--- src/rtl/imem_loader_if.sv ---
// Byte-stream handshake plus instruction-memory write port used by the boot loader.
interface imem_loader_if #(
  parameter int ADDR_W = 4
);
  logic              byte_valid;
  logic [7:0]        byte_data;
  logic              byte_ready;
  logic              im_we;
  logic [ADDR_W-1:0] im_addr;
  logic [31:0]       im_wdata;

  modport master (
    output byte_valid, byte_data,
    input  byte_ready, im_we, im_addr, im_wdata
  );

  modport slave (
    input  byte_valid, byte_data,
    output byte_ready, im_we, im_addr, im_wdata
  );
endinterface

--- src/rtl/imem_loader.sv ---
// Boot loader: parses HEADER/N/data/CHK frames, writes big-endian words into
// instruction memory and releases the core once a frame checks out.
module imem_loader #(
  parameter int          DEPTH  = 16,
  parameter int          ADDR_W = 4,
  parameter logic [7:0]  HEADER = 8'hA5
) (
  input  logic            clk,
  input  logic            reset,
  imem_loader_if.slave    bus,
  output logic            core_reset,
  output logic            busy,
  output logic            done,
  output logic            err,
  output logic [ADDR_W:0] word_count
);

  typedef enum logic [2:0] {
    S_IDLE,
    S_LEN,
    S_DATA,
    S_CHK,
    S_DONE
  } state_t;

  state_t          state;
  logic [ADDR_W:0] len_q;
  logic [1:0]      byte_idx;
  logic [23:0]     asm_q;
  logic [7:0]      chk_q;
  logic            accept;
  logic [ADDR_W:0] wc_next;

  assign accept  = bus.byte_valid && bus.byte_ready;
  assign wc_next = word_count + (ADDR_W+1)'(1);

  // NOTE: every register here is sequential state, so only non-blocking
  // assignments appear in this block; blocking ones would race with readers.
  always_ff @(posedge clk) begin
    if (!reset) begin
      state          <= S_IDLE;
      bus.byte_ready <= 1'b0;
      bus.im_we      <= 1'b0;
      bus.im_addr    <= '0;
      bus.im_wdata   <= '0;
      core_reset     <= 1'b1;
      busy           <= 1'b0;
      done           <= 1'b0;
      err            <= 1'b0;
      word_count     <= '0;
      len_q          <= '0;
      byte_idx       <= '0;
      asm_q          <= '0;
      chk_q          <= '0;
    end else begin
      bus.im_we <= 1'b0;
      case (state)
        S_IDLE: begin
          bus.byte_ready <= 1'b1;
          if (accept && bus.byte_data == HEADER) begin
            state      <= S_LEN;
            busy       <= 1'b1;
            err        <= 1'b0;
            word_count <= '0;
            chk_q      <= '0;
            byte_idx   <= '0;
          end
        end
        S_LEN: begin
          if (accept) begin
            if (bus.byte_data != 8'd0 && bus.byte_data <= 8'(DEPTH)) begin
              len_q <= bus.byte_data[ADDR_W:0];
              state <= S_DATA;
            end else begin
              err   <= 1'b1;
              busy  <= 1'b0;
              state <= S_IDLE;
            end
          end
        end
        S_DATA: begin
          if (accept) begin
            asm_q    <= {asm_q[15:0], bus.byte_data};
            chk_q    <= chk_q ^ bus.byte_data;
            byte_idx <= byte_idx + 2'd1;
            // Fourth byte completes the word; the write pulse and count bump
            // land together on the following cycle.
            if (byte_idx == 2'd3) begin
              bus.im_we    <= 1'b1;
              bus.im_addr  <= word_count[ADDR_W-1:0];
              bus.im_wdata <= {asm_q, bus.byte_data};
              word_count   <= wc_next;
              if (wc_next == len_q) state <= S_CHK;
            end
          end
        end
        S_CHK: begin
          if (accept) begin
            busy <= 1'b0;
            if (bus.byte_data == chk_q) begin
              state          <= S_DONE;
              done           <= 1'b1;
              core_reset     <= 1'b0;
              bus.byte_ready <= 1'b0;
            end else begin
              err   <= 1'b1;
              state <= S_IDLE;
            end
          end
        end
        S_DONE: begin
          bus.byte_ready <= 1'b0;
        end
        default: begin
          state <= S_IDLE;
        end
      endcase
    end
  end

endmodule

--- src/flat_wrapper.sv ---
// flat-port wrapper written by rule: the top's interface ports become plain ports
module imem_loader_flat 
#(
  parameter int          DEPTH  = 16,
  parameter int          ADDR_W = 4,
  parameter logic [7:0]  HEADER = 8'hA5
)
  (clk, reset, core_reset, busy, done, err, word_count, bus_byte_valid, bus_byte_data, bus_byte_ready, bus_im_we, bus_im_addr, bus_im_wdata);
  imem_loader_if #(.ADDR_W(ADDR_W)) bus_i ();
  input  logic clk;
  input  logic reset;
  output logic core_reset;
  output logic busy;
  output logic done;
  output logic err;
  output logic [ADDR_W:0] word_count;
  input wire logic [$bits(bus_i.byte_valid)-1:0] bus_byte_valid;
  input wire logic [$bits(bus_i.byte_data)-1:0] bus_byte_data;
  output wire logic [$bits(bus_i.byte_ready)-1:0] bus_byte_ready;
  output wire logic [$bits(bus_i.im_we)-1:0] bus_im_we;
  output wire logic [$bits(bus_i.im_addr)-1:0] bus_im_addr;
  output wire logic [$bits(bus_i.im_wdata)-1:0] bus_im_wdata;
  assign bus_i.byte_valid = bus_byte_valid;
  assign bus_i.byte_data = bus_byte_data;
  assign bus_byte_ready = bus_i.byte_ready;
  assign bus_im_we = bus_i.im_we;
  assign bus_im_addr = bus_i.im_addr;
  assign bus_im_wdata = bus_i.im_wdata;
  imem_loader #(.DEPTH(DEPTH), .ADDR_W(ADDR_W), .HEADER(HEADER)) u_core (.clk(clk), .reset(reset), .bus(bus_i), .core_reset(core_reset), .busy(busy), .done(done), .err(err), .word_count(word_count));
endmodule
--- config.mk ---
export PLATFORM = sky130hd
export DESIGN_NAME = imem_loader_flat
export DESIGN_NICKNAME = d
export VERILOG_FILES = /design/src/rtl/imem_loader_if.sv /design/src/rtl/imem_loader.sv /design/src/flat_wrapper.sv
export SDC_FILE = /design/constraint.sdc
export NUM_CORES = 1
export LEC_CHECK = 0
export CORE_ASPECT_RATIO = 0.5
export CORE_UTILIZATION = 30
export CTS_BUF_LIST = sky130_fd_sc_hd__clkbuf_8 sky130_fd_sc_hd__clkbuf_16
export CTS_CLUSTER_SIZE = 28
export DETAILED_ROUTE_END_ITERATION = 6
export DONT_BUFFER_PORTS = 1
export MAX_ROUTING_LAYER = met4
export PLACE_DENSITY = 0.48
export SLEW_MARGIN = 40
export SYNTH_ARGS = -nofsm -noshare
export SYNTH_HDL_FRONTEND = slang
export SYNTH_SLANG_ARGS = --single-unit
--- constraint.sdc ---
create_clock -name clk -period 1.6 [get_ports clk]
set_input_delay 0.24 -clock clk [delete_from_list [all_inputs] [get_ports clk]]
set_output_delay 0.24 -clock clk [all_outputs]
set_load 0.01 [all_outputs]
==> metrics <==
outcome=complete, but fails checks; failing checks=setup timing; CTS Buffer Depth=2; Yosys reg bits=89; Req. time, crit path=1.84 ns; PwrDens=903 nW/um2; worst hold-check path type=in -> reg; syn nets=471; P&R area growth vs syn=24.1%; fin crit share=105%; # diodes=0; share of cells above drive strength 1=18.7%; Synth Warn #=0; max-capacitance violation count=0; Final #Nets=506; CTS clk-pin slew, worst paths=0.07 ns; Final Skew=0.00725 ns; Setup crit end kind=register; drt drc=0; unrepaired setup endpoints after global routing=yes; Pins Over Slew Limit=0; DR WL/cell=15.1 um; clk_lat worst skew=0.34 ns; largest net degree at the start of global routing=89; TritonCTS clock tree=done; CTS Buf Count=9; Ports=58; Yosys top cell area share=46.3%; WP data arrival=1.91 ns; htree depth=3; Seq/Total Area, Yosys=46.3%; Post-Route WL=10.0 mm; core footprint=12200 um2; Post-synth EDFFs=0; synthesized area per cell=8.41 um2; Synth top cells by count=nand2_1, dfxtp_1, a21boi_0; clock period minus worst slack=1.68 ns; final core utilization=39.3%; Post-synth ARST share=0%; Initial DRC Count=205; initial antenna violation count=0; DR vias=3117; final setup violation count=8; Die ar.=13300 um2; setup ws final=-0.0764 ns; root buf cell=clkbuf_16; row cnt=28; Synth Cell Area=3850 um2; clk sinks=89; Starting Density=31.7%; Die Ht=82.1 um; max_slew headroom=72.5%; worst-path maximum fanout=8; vias in the first global route=2866; final hold violation count=0; vias per cell=4.70; Max VDD drop=468 uV; Final ANT Viol Nets=0; Max Fclk=0.597 GHz; nature of the critical path startpoint=register; most frequent cell after synthesis=nand2_1; Syn Inst Count=458; Port-buffer cells=0; LEAKAGE=1.67 nW; grt total ovfl=0; worst setup path class=reg -> reg; dpl hpwl=6.49 mm; slew of the pin with the lowest slew margin=0.410 ns; Final GP Congestion=0.834; Main synth FF type=dfxtp_1; Min Hold Slack=0.0220 ns; largest cells by area after synthesis=dfxtp_1, a21boi_0, nand2_1; cell taking the most area after synthesis=dfxtp_1; library cells used by synthesis=52; GR Util All Layers=15.8%; Detailed Routing Iterations Pass 1=4; Die Span X=162 um; global-route wire length before repair=15.5 mm
cells by family after synthesis:
family | Yosys count | synth area share [%]
compound gates | 111 | 20.7
xor+xnor | 8 | 1.82
fa+ha+maj | 2 | 0.650
buf+inv | 33 | 3.35
flops | 89 | 46.3
mux | 5 | 1.30
simple gates | 210 | 26.0
per-stage QoR:
stage / worst slack (ns) / std cells / setup TNS [ns] / cell area, um2 / power (mW)
floorplan: -0.0716 / 458 / -0.403 / 3860 / 2.35
global placement: -0.110 / 637 / -2.24 / 4310 / 2.35
detailed placement: -0.151 / 637 / -3.27 / 4310 / 2.35
CTS: -0.0858 / 656 / -0.332 / 4660 / 4.39
global route: -0.158 / 663 / -1.91 / 4780 / 4.47
finish: -0.0764 / 663 / -0.335 / 4780 / 4.31
path summary, 6_finish.rpt:
path | cells after the start | start | slack, ns | to
worst max-delay path | 5 | u_core.state[2] | -0.08 | u_core.err
worst min-delay path | 1 | reset | 0.02 | u_core.state[2]
worst max register to register | 5 | u_core.state[2] | -0.08 | u_core.err
worst min register to register | 2 | u_core.asm_q[18] | 0.46 | u_core.asm_q[18]
sequential cells by signal, indices dropped and copies added, names as in the netlist:
register / flops
u_core.asm_q: 24
u_core.bus.byte_ready: 1
u_core.bus.im_addr: 4
u_core.bus.im_wdata: 32
u_core.bus.im_we: 1
u_core.busy: 1
u_core.byte_idx: 2
u_core.chk_q: 8
u_core.core_reset: 1
u_core.done: 1
u_core.err: 1
u_core.len_q: 5
u_core.state: 3
u_core.word_count: 5
layout make-up:
type                       count  area [um2]
fill                        1224        7380
multi-input combinational    336        2030
sequential                    89        1790
timing repair buffer          52         463
clock buffer                   9         225
tap                          165         206
clock inverter                 7        52.6
inverter                       5        18.8
critical path, cell delays in order, from the launching register on:
cell      delay (ns)
dfxtp_2         0.35
or4b_4          0.53
nor3_4          0.20
a2111o_1        0.22
a21oi_1         0.05
o221a_1         0.22
cells in the final DEF (no fill, tap or decap), types with 2 or more instances in the layout:
| cell | count |
|---|---|
| a21boi_0 | 65 |
| a21boi_1 | 5 |
| a21oi_1 | 6 |
| a31oi_1 | 3 |
| and2_1 | 3 |
| and3_1 | 2 |
| and4bb_2 | 2 |
| buf_12 | 3 |
| buf_4 | 45 |
| buf_8 | 2 |
| clkbuf_16 | 10 |
| clkinv_2 | 2 |
| dfxtp_1 | 84 |
| dfxtp_2 | 5 |
| ha_1 | 2 |
| inv_1 | 5 |
| inv_6 | 3 |
| mux2i_1 | 5 |
| nand2_1 | 129 |
| nand2b_1 | 5 |
| nand3_1 | 3 |
| nand4_1 | 2 |
| nor2_1 | 15 |
| nor2b_1 | 19 |
| nor3_1 | 2 |
| nor3_2 | 2 |
| nor3_4 | 2 |
| nor4_1 | 2 |
| nor4bb_1 | 2 |
| o21a_1 | 3 |
| o21ai_0 | 13 |
| o21ai_1 | 2 |
| o31a_1 | 2 |
| or2_2 | 2 |
| or3_1 | 3 |
| xnor2_1 | 6 |
| xor2_1 | 2 |
layer usage:
| layer | vias to the layer above | track usage [%] | share of wire, % |
|---|---|---|---|
| li1 | 1616 | - | - |
| met1 | 1456 | 20.5 | 52 |
| met2 | 37 | 22.9 | 42 |
| met3 | 8 | 5.44 | 4.9 |
| met4 | 0 | 4.81 | 1.0 |
| met5 | - | - | 0 |
report_power, final:
part | switching (mW) | internal (mW)
Sequential | 0.000816 | 2.22
Clock | 0.936 | 1.07
Combinational | 0.0333 | 0.0631
repair_timing:
action                     CTS  global route
pin swaps                    5             6
buffers inserted             2             6
hold endpoints to repair     2             0
hold buffers                 1             0
gates resized for setup     12            20
gates cloned                 0             1
setup endpoints to repair   54            62
Note: power is estimated with default switching activity, not from simulation.
